==> config.mk <==
export PLATFORM = sky130hd
export DESIGN_NAME = wb_port_arbiter
export DESIGN_NICKNAME = d
export VERILOG_FILES = /design/src/rtl/wb_port_arbiter.sv
export SDC_FILE = /design/constraint.sdc
export NUM_CORES = 1
export LEC_CHECK = 0
export BUFFER_PORTS_ARGS = -buffer_cell sky130_fd_sc_hd__clkbuf_2
export CAP_MARGIN = 40
export CORE_ASPECT_RATIO = 2
export CORE_MARGIN = 2
export CORE_UTILIZATION = 50
export DETAILED_ROUTE_END_ITERATION = 8
export GPL_TIMING_DRIVEN = 0
export PLACE_DENSITY_LB_ADDON = 0.08
export SYNTH_ARGS = -nofsm -noshare
export SYNTH_HDL_FRONTEND = slang
export SYNTH_SLANG_ARGS = --single-unit
==> constraint.sdc <==
create_clock -name clk -period 2.65 [get_ports clk]
set_clock_uncertainty 0.2 [all_clocks]
set_input_delay 0 -clock clk [delete_from_list [all_inputs] [get_ports clk]]
set_output_delay 0 -clock clk [all_outputs]
set_load 0.01 [all_outputs]
==> src/rtl/wb_port_arbiter.sv <==
// Register-file write-port arbiter: pipeline write-back has priority, and a
// mul/div result that loses arbitration is parked in a one-entry buffer.
module wb_port_arbiter #(
    parameter int unsigned XLEN     = 32,
    parameter int unsigned MAX_WAIT = 4
) (
    input  logic            clk,
    input  logic            reset,
    input  logic            RegWriteW,
    input  logic [4:0]      RdW,
    input  logic [XLEN-1:0] ResultW,
    input  logic            MdValid,
    input  logic [4:0]      MdRd,
    input  logic [XLEN-1:0] MdResult,
    output logic            MdReady,
    output logic            StallWB,
    output logic            RegWriteRF,
    output logic [4:0]      RdRF,
    output logic [XLEN-1:0] WDataRF,
    output logic            BufValid,
    output logic [4:0]      BufRd
);

    localparam int unsigned WAIT_W = $clog2(MAX_WAIT + 1);
    localparam int unsigned RD_W   = 5;

    typedef enum logic {
        EMPTY = 1'b0,
        HELD  = 1'b1
    } state_e;

    state_e              state_q, state_d;
    logic [RD_W-1:0]     buf_rd_q, buf_rd_d;
    logic [XLEN-1:0]     buf_data_q, buf_data_d;
    logic [WAIT_W-1:0]   wait_q, wait_d;

    logic held, pipe_wr, md_wr, force_drain, drain, squash, direct, md_ready, capture;

    // Arbitration terms; writes to x0 never compete for the port.
    always_comb begin
        held        = (state_q == HELD);
        pipe_wr     = RegWriteW && (RdW != '0);
        md_wr       = MdValid && (MdRd != '0);
        force_drain = held && (wait_q == WAIT_W'(MAX_WAIT));
        drain       = held && (force_drain || !pipe_wr);
        squash      = held && !force_drain && pipe_wr && (RdW == buf_rd_q);
        direct      = !held && !pipe_wr && md_wr;
        md_ready    = !held || drain;
        capture     = md_ready && md_wr && !direct;
    end

    // Port mux and handshake outputs, all quiet while reset is asserted.
    always_comb begin
        RegWriteRF = 1'b0;
        RdRF       = '0;
        WDataRF    = '0;
        MdReady    = 1'b0;
        StallWB    = 1'b0;
        if (!reset) begin
            MdReady = md_ready;
            StallWB = force_drain;
            if (drain) begin
                RegWriteRF = 1'b1;
                RdRF       = buf_rd_q;
                WDataRF    = buf_data_q;
            end else if (pipe_wr) begin
                RegWriteRF = 1'b1;
                RdRF       = RdW;
                WDataRF    = ResultW;
            end else if (direct) begin
                RegWriteRF = 1'b1;
                RdRF       = MdRd;
                WDataRF    = MdResult;
            end
        end
    end

    // Buffer next state: capture beats release; a younger pipeline write squashes.
    always_comb begin
        state_d    = state_q;
        buf_rd_d   = buf_rd_q;
        buf_data_d = buf_data_q;
        wait_d     = wait_q;
        if (capture) begin
            state_d    = HELD;
            buf_rd_d   = MdRd;
            buf_data_d = MdResult;
            wait_d     = '0;
        end else if (drain || squash) begin
            state_d = EMPTY;
            wait_d  = '0;
        end else if (held && !force_drain) begin
            wait_d = wait_q + WAIT_W'(1);
        end
    end

    always_ff @(posedge clk or posedge reset) begin
        if (reset) begin
            state_q    <= EMPTY;
            buf_rd_q   <= '0;
            buf_data_q <= '0;
            wait_q     <= '0;
        end else begin
            state_q    <= state_d;
            buf_rd_q   <= buf_rd_d;
            buf_data_q <= buf_data_d;
            wait_q     <= wait_d;
        end
    end

    assign BufValid = held;
    assign BufRd    = buf_rd_q;

endmodule

---- After elaboration in Yosys (flattened, before gate mapping) ----
Index checks and enable logic that the tools add are counted.
operators by class
  add/subtract/negate cells ............... 1
  eq/ne operators ......................... 2
  multiplexer cells ....................... 19
  reductions and logical operators ........ 22
operators with widths
  kind                                                           number
  32-bit 2-to-1 mux                                              4
  5-bit 2-to-1 mux                                               4
  1-bit logical AND                                              11
  5-bit nonzero test                                             2
  3-bit 2-to-1 mux                                               3
  1-bit 2-to-1 mux                                               8
  5-bit == test                                                  1
  1-bit zero test                                                4
  3-bit by 1-bit adder with 3-bit output, second input constant  1
  3-bit == test, second input constant                           1
  1-bit logical OR                                               3
  3-bit nonzero test                                             1
  2-bit nonzero test                                             1
storage, ports and cells
  register bits after elaboration ......... 41
  input port bits ......................... 78

---- Longest topological paths before layout ----
Gate-level depths: netlist of the first run.
  depth after elaboration ................. 9
  depth in mapped cells ................... 8
  mapped depth without buffers ............ 6

---- Worst setup path before layout of the first run ----
Ideal clock, no wire load.
  kind .................................... flip-flop to flip-flop
  from .................................... register state_q (netlist: BufValid)
  to ...................................... register buf_rd_q[4] (netlist: BufRd[4])
  setup time .............................. 0.128 ns
  arrival time ............................ 1.696 ns
  data required time ...................... 2.322 ns
  slack ................................... 0.626 ns
  cell stages (with the launch flop) ...... 7
  path buffers ............................ 2
  period minus slack after synthesis ...... 2.024 ns
  cell sequence ........................... dfrtp_1 -> or3_1 -> o22a_1 -> o211ai_2 -> buf_6 -> buf_6 -> mux2_1
on the way
  cells in the longest elaborated chain, start to end .. 6
RTL lines
  item                    RTL line  source
  from (decl)             32        state_e state_q, state_d;
  from (signal assigned)  104       state_q <= state_d;
  1-bit logical AND       44        force_drain = held && (wait_q == WAIT_W'(MAX_WAIT));
  1-bit logical OR        45        drain = held && (force_drain || !pipe_wr);
  1-bit logical AND       45
  1-bit logical OR        48        md_ready = !held || drain;
  1-bit logical AND       49        capture = md_ready && md_wr && !direct;
  1-bit logical AND *     49
  to (signal assigned)    105       buf_rd_q <= buf_rd_d;
  to (decl)               33        logic [RD_W-1:0] buf_rd_q, buf_rd_d;
Every way passes the cells marked *; elsewhere a longest branch is shown, timed or not.
A chain may end at the register's enable or synchronous reset.

---- Worst setup path after layout of the first run ----
  from .................................... register wait_q[0]
  to ...................................... output WDataRF[18]
on the way
  cells in the longest elaborated chain, start to end .. 6
RTL lines
  item                    RTL line  source
  from (decl)             35        logic [WAIT_W-1:0] wait_q, wait_d;
  from (signal assigned)  107       wait_q <= wait_d;
  3-bit == test           44
  1-bit logical AND       44
  1-bit logical OR        45
  1-bit logical AND       45
  32-bit 2-to-1 mux       62        if (drain) begin
  32-bit 2-to-1 mux       59        if (!reset) begin
  to (decl)               19        output logic [XLEN-1:0] WDataRF,
Every way passes these cells.

==> impl_metrics.json, run 1 <==
{
  "yosysMostFrequentCell": "dfrtp_1",
  "die_h_um": 116,
  "sequentialPowerShare_pct": 33.8,
  "drc": 0,
  "drtAntennaViolNets": 0,
  "avgRoutedWirePerCell_um": 16.4,
  "routed_wl_um": 9560,
  "cp-startpoint": "wait_q[0]$_DFFE_PP0P_",
  "criticalPathCategory": "reg -> out",
  "num_vias": 3291,
  "reg2reg_slack_ps": 370,
  "post-route-period-util_pct": 93.9,
  "synth_cell_types": 39,
  "finalHoldViolations": 0,
  "track_usage_pct": 28.2,
  "gp_congestion": 0.809,
  "period_needed_ps": 2490,
  "crit-reg2reg-launch": "wait_q[0]$_DFFE_PP0P_",
  "cpMostUsedCell": "buf_4",
  "total_power_mw": 2.76,
  "netlist.area_leader.share_pct": 32.6,
  "timing.hold.ws_ps": 86.2,
  "leakagePower_nw": 2.10,
  "dp_slack_ps": 175,
  "postSynthCellCount": 329,
  "finalWorstSetupSlack_ps": 162,
  "internal-power_mw": 1.79,
  "crit_path_start_kind": "register",
  "yosys.area.top_type": "dfrtp_1",
  "die_area_sq_mm": 0.00699,
  "clockRootBuffer": "clkbuf_16",
  "h-tree-depth": 2,
  "drtIter0Drc": 135,
  "relSlewSlack_pct": 62.7,
  "fp-row-count": 40,
  "crit_buf_inv": 4,
  "diodes": 0,
  "clock_sink_count": 41,
  "clkPwrFrac_pct": 21.8,
  "grt_pass1_vias": 3306,
  "r2r_cells": 8,
  "drt-pass1-iter-count": 4,
  "path_cells": "inv_1, ha_1, nand2_1, o211ai_2, buf_4, buf_4, mux2i_1, a211oi_1, clkbuf_2",
  "synth_edf_count": 0,
  "placed_cells": 536,
  "power_switching_mw": 0.967,
  "vdd_drop_max_mv": 0.533,
  "maxCapViolCount": 0,
  "grt_pass1_wl_um": 15100,
  "min_path_type": "in -> reg",
  "postSynthAreaPerCell_sq_um": 9.57,
  "ys_warn_count": 0,
  "cts_buffers": 5,
  "crit_family": "buffers and inverters",
  "finalMaxSlewViolations": 0,
  "cp.arrival_ps": 2290,
  "fmax_mhz": 402,
  "start_util_pct": 52.0,
  "hpwl_um": 6900,
  "grt_max_degree": 33,
  "synth_nets": 409,
  "area_growth_pct": 40.3,
  "synth.area.top_cells": "dfrtp_1, mux2i_1, mux2_4",
  "io_buffers": 122,
  "tightest_slew_ps": 559,
  "num-fill-cells": 487,
  "rsz0062_at_grt": "false",
  "cp_slowest_cell": "dfrtp_1",
  "crit_cells": 9,
  "swShare_pct": 35.1,
  "crit_required_ps": 2450,
  "path_clk_slew_ps": 60,
  "slowest_delay_ps": 390,
  "status": "finished clean",
  "utilization_pct": 73.0,
  "setup_viol": 0,
  "instances_no_fill": 582,
  "clock_path_buffers": 2,
  "cts_tree": "built",
  "drive_gt1_share_pct": 37.1,
  "grt_overflow": 0,
  "synth_top_flop_cell": "dfrtp_1",
  "cp_max_fo": 10,
  "fp.dieW_um": 60.1,
  "nNetsFinal": 577,
  "ys_async_sr_fraction_pct": 100,
  "power_density_mw_per_mm2": 624,
  "antenna_found_initial": 0,
  "crit_path_end_kind": "primary output",
  "ys_seq_elements": 41,
  "post_cts_buffers": 0,
  "clock_latency_ps": 290,
  "p_comb_share_pct": 44.4,
  "r2r_end": "buf_data_q[31]$_DFFE_PP0P_",
  "vias_per_cell": 5.65,
  "seq_area_frac_synth_pct": 32.6,
  "yosys-top-cells-count": "dfrtp_1, a21oi_1, mux2i_1, nand3_1",
  "synthesis.area_sq_mm": 0.00315,
  "io_pins": 124,
  "endpoint": "WDataRF[18]",
  "core-area_sq_mm": 0.00606
}
## worst min-delay path by stage
stage | startpoint | endpoint | slack [ps] | depth (start not counted)
after floorplan | MdRd[4] | BufRd[4]$_DFFE_PP0P_ | -70 | 1
final | RegWriteW | BufValid$_DFFE_PP0P_ | 90 | 4
after global placement | MdResult[31] | buf_data_q[31]$_DFFE_PP0P_ | 30 | 2
after CTS | RegWriteW | BufValid$_DFFE_PP0P_ | 90 | 4
after global routing | RegWriteW | BufValid$_DFFE_PP0P_ | 140 | 4
after detailed placement | MdRd[4] | BufRd[4]$_DFFE_PP0P_ | 40 | 2
## power groups by stage
stage | clock network (mW) | logic [mW] | registers (mW)
global route | 0.631 | 1.34 | 0.950
global placement | 0 | 1.13 | 0.925
floorplan | 0 | 0.817 | 0.917
detailed placement | 0 | 1.16 | 0.936
finish | 0.600 | 1.23 | 0.931
CTS | 0.613 | 1.22 | 0.926
## placed cells by master (no fill, tap or decap), types with 8 or more instances in the layout
cell and count:
a211oi_1 32, a21oi_1 35, clkbuf_1 17, clkbuf_2 126, dfrtp_1 41, dlygate4sd3_1 38
mux2_2 18, mux2_4 17, mux2i_1 33, nand2_1 8, nand2b_1 32, nand3_1 33
## state kept, by name, summed over array words and instances (netlist names)
signal / count
BufRd: 5
wait_q: 3
BufValid: 1
buf_data_q: 32
## timing repair
| action | CTS | global route |
|---|---|---|
| resized for setup | 2 | 7 |
| endpoints found under the hold margin | 46 | 0 |
| setup endpoints to repair | 32 | 33 |
| pin swaps | 0 | 0 |
| hold buffers | 38 | 0 |
## worst register-to-register path, delay by kind of cell, from the launching register on
family	cells	cell delay (ps)
buffers and inverters	3	460
AOI/OAI and AO/OA	1	210
adders and majority gates	1	210
and+or+nand+nor	2	390
DFF	1	360
muxes	1	340
## cell type report
class,count,area [sq um],share of cell area [%]
Multi-Input combinational cell,250,1950,44.1
Timing Repair Buffer,161,1010,22.9
Buffer,30,155,3.51
Inverter,8,30.0,0.680
Tap cell,84,105,2.38
Clock buffer,5,125,2.83
Sequential cell,41,1030,23.2
Clock inverter,3,17.5,0.396
## metal layers
layer / global-route usage, % / share of wire (%)
met3: 3.43 / 4.0
met4: 9.04 / 1.5
met5: 0 / 0
met2: 55.7 / 58
met1: 28.8 / 37
## metrics by stage
step	area, sq um	setup TNS, ps
floorplan	3150	0
global placement	3860	-599
detailed placement	3880	0
CTS	4410	0
global route	4420	0
finish	4420	0
## logic make-up after synthesis
group	share of synthesized area (%)
xor+xnor	1.95
simple gates	15.9
flops	32.6
compound gates	17.4
mux	25.7
buf+inv	5.68
fa+ha+maj	0.794
Power figures use the tool's default switching activity.
==> run 2, diff against run 1 <==
--- a/config.mk
+++ b/config.mk
@@ -14,4 +14,6 @@
 export GPL_TIMING_DRIVEN = 0
 export PLACE_DENSITY_LB_ADDON = 0.08
+export RECOVER_POWER = 50
+export SETUP_SLACK_MARGIN = 0.3
 export SYNTH_ARGS = -nofsm -noshare
 export SYNTH_HDL_FRONTEND = slang
--- a/constraint.sdc
+++ b/constraint.sdc
@@ -3,3 +3,3 @@
 set_input_delay 0 -clock clk [delete_from_list [all_inputs] [get_ports clk]]
 set_output_delay 0 -clock clk [all_outputs]
-set_load 0.01 [all_outputs]
+set_load 0.1 [all_outputs]
==> run 2 against run 1 <==
- routed wire length increased by 55%
- combinational power is 120% higher
- largest power group unchanged
- critical endpoint is now WDataRF[8]
- hold slack better by 60 ps
- maximum frequency grew 1.7%
==> impl_metrics.json, run 2 (synthesis results as in run 1) <==
{
  "status": "finished clean",
  "power_density_mw_per_mm2": 766,
  "crit-reg2reg-launch": "BufValid$_DFFE_PP0P_",
  "clock_path_buffers": 2,
  "top_register": "buf_data_q",
  "cts_buffers": 5,
  "dp_slack_ps": 6.03,
  "r2r_end": "buf_data_q[29]$_DFFE_PP0P_",
  "final_cell_mix": "clkbuf_2, dfrtp_1, dlygate4sd3_1",
  "cp-startpoint": "BufValid$_DFFE_PP0P_",
  "io_pins": 124,
  "drtAntennaViolNets": 0,
  "criticalPathCategory": "reg -> out",
  "drive_gt1_share_pct": 49.0,
  "reg2reg_slack_ps": 280,
  "diodes": 0,
  "vias_per_cell": 6.44,
  "start_util_pct": 52.0,
  "track_usage_pct": 36.2,
  "hpwl_um": 7340,
  "cp.arrival_ps": 2250,
  "gp_congestion": 0.863,
  "core-area_sq_mm": 0.00606,
  "crit_family": "buffers and inverters",
  "cp_slowest_cell": "clkbuf_2",
  "min_from": "RegWriteW",
  "die_h_um": 116,
  "cpMostUsedCell": "clkbuf_4",
  "crit_path_start_kind": "register",
  "die_area_sq_mm": 0.00699,
  "final_common_cell": "clkbuf_2",
  "period_needed_ps": 2450,
  "clock_sink_count": 41,
  "grt_overflow": 0,
  "grt_pass1_wl_um": 18800,
  "largest_reg_flops": 32,
  "cp_max_fo": 10,
  "fmax_mhz": 409,
  "min_path_type": "in -> reg",
  "finalMaxSlewViolations": 0,
  "finalWorstSetupSlack_ps": 203,
  "holdPathStages": 4,
  "area_growth_pct": 76.5,
  "post-route-period-util_pct": 92.3,
  "total_power_mw": 4.26,
  "num_vias": 3838,
  "fp-row-count": 40,
  "grt_max_degree": 27,
  "clockRootBuffer": "clkbuf_16",
  "leakagePower_nw": 2.36,
  "vdd_drop_max_mv": 0.721,
  "path_cells": "clkbuf_4, clkbuf_4, clkbuf_4, a21oi_1, a211oi_4, clkbuf_2",
  "routed_wl_um": 14800,
  "slowest_delay_ps": 480,
  "fp.dieW_um": 60.1,
  "clock_latency_ps": 300,
  "setup_viol": 0,
  "tightest_slew_ps": 1200,
  "crit_buf_inv": 4,
  "finalHoldViolations": 0,
  "drt-pass1-iter-count": 7,
  "path_clk_slew_ps": 60,
  "r2r_cells": 6,
  "io_buffers": 122,
  "maxCapViolCount": 0,
  "drc": 0,
  "h-tree-depth": 2,
  "crit_path_end_kind": "primary output",
  "min_to": "BufValid$_DFFE_PP0P_",
  "cts_tree": "built",
  "rsz0062_at_grt": "true",
  "drtIter0Drc": 343,
  "antenna_found_initial": 0,
  "crit_required_ps": 2450,
  "relSlewSlack_pct": 20.1,
  "nNetsFinal": 591,
  "avgRoutedWirePerCell_um": 24.9,
  "grt_pass1_vias": 3878
}
## run 2: cell count changes in the layout (fill, tap and decap cells not counted), moves of 6 or more
cell	delta
a211oi_1	-32
a211oi_4	+32
buf_12	+6
buf_6	+6
clkbuf_2	-40
clkbuf_4	+6
clkbuf_8	+20
mux2i_1	-10
mux2i_2	+9
## run 2: how the worst max path moves through the flow
stage	to	slack, ps	cells past startpoint
global route	WDataRF[7]	60	8
floorplan	RdRF[0]	140	4
finish	WDataRF[8]	200	6
detailed placement	RdRF[0]	6	6
global placement	RdRF[0]	-380	5
CTS	RdRF[3]	300	6
## run 2: cell type report
class / instances / area (sq um)
clock buffer: 6 / 129
buffer: 30 / 200
inverter: 8 / 31.3
fill: 241 / 497
tap: 84 / 105
sequential: 41 / 1030
timing repair buffer: 175 / 1540
multi-input combinational: 250 / 2510
clock inverter: 2 / 10.0
## run 2: tightest hold or removal path: stages
cell and delay, ps:
clkbuf_2 140, o21ai_4 140, a211o_1 240, nand2_1 80
## run 2: stage by stage
| stage | cells | hold slack, ps | TNS (ps) | area [sq um] | util, % |
|---|---|---|---|---|---|
| 2_1_floorplan | 329 | -68.3 | 0 | 3680 | - |
| 3_3_place_gp | 535 | 31.9 | -1810 | 4390 | 72.5 |
| 3_5_place_dp | 539 | 37.4 | 0 | 4460 | 73.6 |
| 4_1_cts | 592 | 69.2 | 0 | 5440 | 89.8 |
| 5_1_grt | 596 | 161 | 0 | 5560 | 91.8 |
| 6_report | 596 | 146 | 0 | 5560 | 91.8 |
## run 2: metal layers
metal  global-route usage, %  routed length [um]  up-vias
li1                        -                   -     1556
met1                    37.1                4950     1912
met2                    67.6                7930      274
met3                    6.64                1030       96
met4                    16.3                 920        0
met5                       0                   0        -
## run 2: what timing repair did
item,CTS,global route
setup buffers,6,2
endpoints found under the hold margin,58,0
gates resized for setup,87,47
setup endpoints to repair,38,68
hold buffers,39,0
pin swaps,2,3
cloned,0,1
## run 2: power breakdown
part / internal [mW] / switching, mW
Combinational: 0.946 / 1.72
Sequential: 0.820 / 0.152
Clock: 0.347 / 0.275
==> run 3, diff against run 2 <==
==> constraint.sdc (replaced) <==
create_clock -name clk -period 2.65 [get_ports clk]
set_clock_uncertainty 0.2 [all_clocks]
set_input_delay 0.53 -clock clk [delete_from_list [all_inputs] [get_ports clk]]
set_output_delay 0.53 -clock clk [all_outputs]
set_load 0.1 [all_outputs]
==> run 3 against run 2 <==
- the run now fails in clock tree synthesis
- synthesized cell count unchanged
- synthesized area unchanged
==> impl_metrics.json, run 3 <==
{
  "status": "aborted with a tool error",
  "lastStage": "clock tree synthesis",
  "error": "[ERROR DPL-0038] Utilization greater than 100%, impossible to legalize",
  "postSynthAreaPerCell_sq_um": 9.57,
  "synth_cell_types": 39,
  "io_pins": 124,
  "gp_congestion": 0.866,
  "dp_slack_ps": -778,
  "ys_seq_elements": 41,
  "placed_area_sq_mm": 0.00467,
  "placed_cells": 539,
  "yosysMostFrequentCell": "dfrtp_1",
  "synth_nets": 409,
  "clock_path_buffers": 2,
  "post_cts_resized": 204,
  "yosys.area.top_type": "dfrtp_1",
  "fp.dieW_um": 60.1,
  "ys_warn_count": 0,
  "synth_edf_count": 0,
  "ys_async_sr_fraction_pct": 100,
  "synth_top_flop_cell": "dfrtp_1",
  "start_util_pct": 52.0,
  "fp-row-count": 40,
  "h-tree-depth": 2,
  "post_cts_buffers": 10,
  "io_buffers": 122,
  "netlist.area_leader.share_pct": 32.6,
  "die_h_um": 116,
  "postSynthCellCount": 329,
  "seq_area_frac_synth_pct": 32.6,
  "cts_buffers": 5,
  "clockRootBuffer": "clkbuf_16",
  "synth.area.top_cells": "dfrtp_1, mux2i_1, mux2_4",
  "cts_hold_buffers": 0,
  "synthesis.area_sq_mm": 0.00315,
  "yosys-top-cells-count": "dfrtp_1, a21oi_1, mux2i_1, nand3_1",
  "clock_sink_count": 41,
  "hpwl_um": 7480
}
[run 3: cell counts after synthesis]
No cell type changed its count.
[run 3: cells by family after synthesis]
| family | Yosys count | synth area share (%) |
|---|---|---|
| AOI/OAI and AO/OA | 81 | 17.4 |
| muxes | 70 | 25.7 |
| buffers and inverters | 38 | 5.68 |
| xor gates and xnor gates | 7 | 1.95 |
| and+or+nand+nor | 90 | 15.9 |
| adders and majority gates | 2 | 0.794 |
| DFF | 41 | 32.6 |
[run 3: through the flow]
stage | TNS [ps] | hold WS [ps]
floorplan | -18090 | 255
global placement | -24740 | 264
detailed placement | -23410 | 274
==> run 4, diff against run 3 <==
CORE_ASPECT_RATIO = default   (was 2)
CORE_UTILIZATION = 35   (was 50)
PLACE_DENSITY_LB_ADDON = 0.15   (was 0.08)
SETUP_SLACK_MARGIN = default   (was 0.3)
==> run 4 against run 3 <==
- the flow now finishes, with violations (negative setup slack)
==> impl_metrics.json, run 4 (synthesis results as in run 1) <==
{
  "criticalPathCategory": "in -> out",
  "clock_sink_count": 41,
  "drtIter0Drc": 86,
  "status": "finished, violations left",
  "drtAntennaViolNets": 0,
  "drc": 0,
  "total_power_mw": 4.59,
  "finalHoldViolations": 0,
  "start_util_pct": 36.1,
  "vias_per_cell": 5.64,
  "finalWorstSetupSlack_ps": -287,
  "crit_buf_inv": 4,
  "failed_checks": "negative setup slack",
  "vdd_drop_max_mv": 0.681,
  "placed_area_sq_mm": 0.00470,
  "relSlewSlack_pct": 56.4,
  "fp.dieW_um": 98.9,
  "finalMaxSlewViolations": 0,
  "grt_pass1_wl_um": 18700,
  "antenna_found_initial": 0,
  "period_needed_ps": 2940,
  "crit_path_end_kind": "primary output",
  "largest_reg_flops": 32,
  "grt_overflow": 0,
  "cp_slowest_cell": "or3_4",
  "drive_gt1_share_pct": 74.1,
  "rsz0062_at_grt": "true",
  "grt_pass1_vias": 3585,
  "hpwl_um": 7420,
  "cts_tree": "built",
  "crit_family": "buffers and inverters",
  "power_density_mw_per_mm2": 675,
  "crit_path_start_kind": "input pin",
  "final_cell_mix": "clkbuf_2, clkbuf_16, dfrtp_1",
  "post-route-period-util_pct": 111,
  "num_vias": 3353,
  "gp_congestion": 0.815,
  "fin_tns_setup_ps": -9270,
  "crit_required_ps": 1920,
  "diodes": 0,
  "final_common_cell": "clkbuf_2",
  "min_path_type": "in -> async",
  "leakagePower_nw": 2.63,
  "die_area_sq_mm": 0.00977,
  "nNetsFinal": 566,
  "cts_hold_buffers": 0,
  "clock_path_buffers": 2,
  "setup_viol": 38,
  "maxCapViolCount": 0,
  "avgRoutedWirePerCell_um": 21.8,
  "area_growth_pct": 116,
  "die_h_um": 98.9,
  "cp.arrival_ps": 2210,
  "cts_buffers": 5,
  "cpMostUsedCell": "clkbuf_16",
  "routed_wl_um": 13000,
  "io_buffers": 122,
  "cp-startpoint": "RdW[0]",
  "grt_max_degree": 37,
  "top_register": "buf_data_q",
  "io_pins": 124,
  "crit-reg2reg-launch": "BufValid$_DFFE_PP0P_",
  "core-area_sq_mm": 0.00872,
  "tightest_slew_ps": 654,
  "clockRootBuffer": "clkbuf_8",
  "fp-row-count": 34,
  "h-tree-depth": 2,
  "path_cells": "buf_8, or3_4, o211ai_4, buf_12, clkbuf_16, mux2i_2, a211oi_4, clkbuf_16",
  "path_clk_slew_ps": 90,
  "track_usage_pct": 23.8,
  "drt-pass1-iter-count": 4,
  "cp_max_fo": 8,
  "slowest_delay_ps": 420,
  "clock_latency_ps": 300,
  "fmax_mhz": 340,
  "stdcell_area_sq_mm": 0.00679
}
[run 4: layout make-up]
| class | count | area (sq um) |
|---|---|---|
| Clock buffer | 5 | 68.8 |
| Tap cell | 108 | 135 |
| Fill cell | 493 | 1930 |
| Buffer | 30 | 427 |
| Clock inverter | 3 | 46.3 |
| Multi-Input combinational cell | 250 | 3260 |
| Timing Repair Buffer | 150 | 1790 |
| Inverter | 8 | 33.8 |
| Sequential cell | 41 | 1030 |
[run 4: worst reg2reg max path: stages, from the launching register on]
cell,delay [ps]
dfrtp_4,520
or3_1,320
o22a_1,200
buf_4,150
o211ai_2,70
buf_6,200
buf_6,200
mux2_1,330
[run 4: path summary, 6_finish.rpt]
path	to	cells past startpoint	slack (ps)
min in group clk	buf_data_q[31]$_DFFE_PP0P_	2	270
max reg2reg	buf_data_q[31]$_DFFE_PP0P_	7	350
max in group asynchronous	BufValid$_DFFE_PP0P_	3	1700
min reg2reg	buf_data_q[31]$_DFFE_PP0P_	1	300
max	WDataRF[20]	8	-290
min	buf_data_q[12]$_DFFE_PP0P_	2	50
[run 4: repair_timing]
item / in CTS / in global routing
gates resized for setup: 227 / 72
cloned: 4 / 3
endpoints found under the setup margin: 40 / 40
buffers inserted: 11 / 6
pin swaps: 46 / 12
[run 4: per-stage QoR]
stage	hold WS (ps)	util [%]	instances	setup WS, ps
after detailed placement	281	53.9	563	-741
final	53.7	77.9	595	-287
after global routing	37.9	77.9	595	-333
after CTS	52.6	72.3	586	-254
after global placement	265	53.2	559	-1190
after floorplan	255	-	329	-514
[run 4: routing by layer]
layer / vias up / GRT usage [%] / wire length, um / part of all wire [%]
met1: 1711 / 31.3 / 5200 / 40
met5: - / 0 / 0 / 0
met4: 0 / 3.37 / 275 / 2.1
met2: 125 / 42.2 / 6990 / 54
met3: 20 / 3.97 / 509 / 3.9
li1: 1497 / - / - / -
[run 4: report_power, final]
group / leakage (nW) / internal (mW) / switching (mW) / total, mW
combinational: 2.09 / 1.29 / 1.82 / 3.11
clock: 0.0543 / 0.283 / 0.256 / 0.539
sequential: 0.484 / 0.817 / 0.124 / 0.941
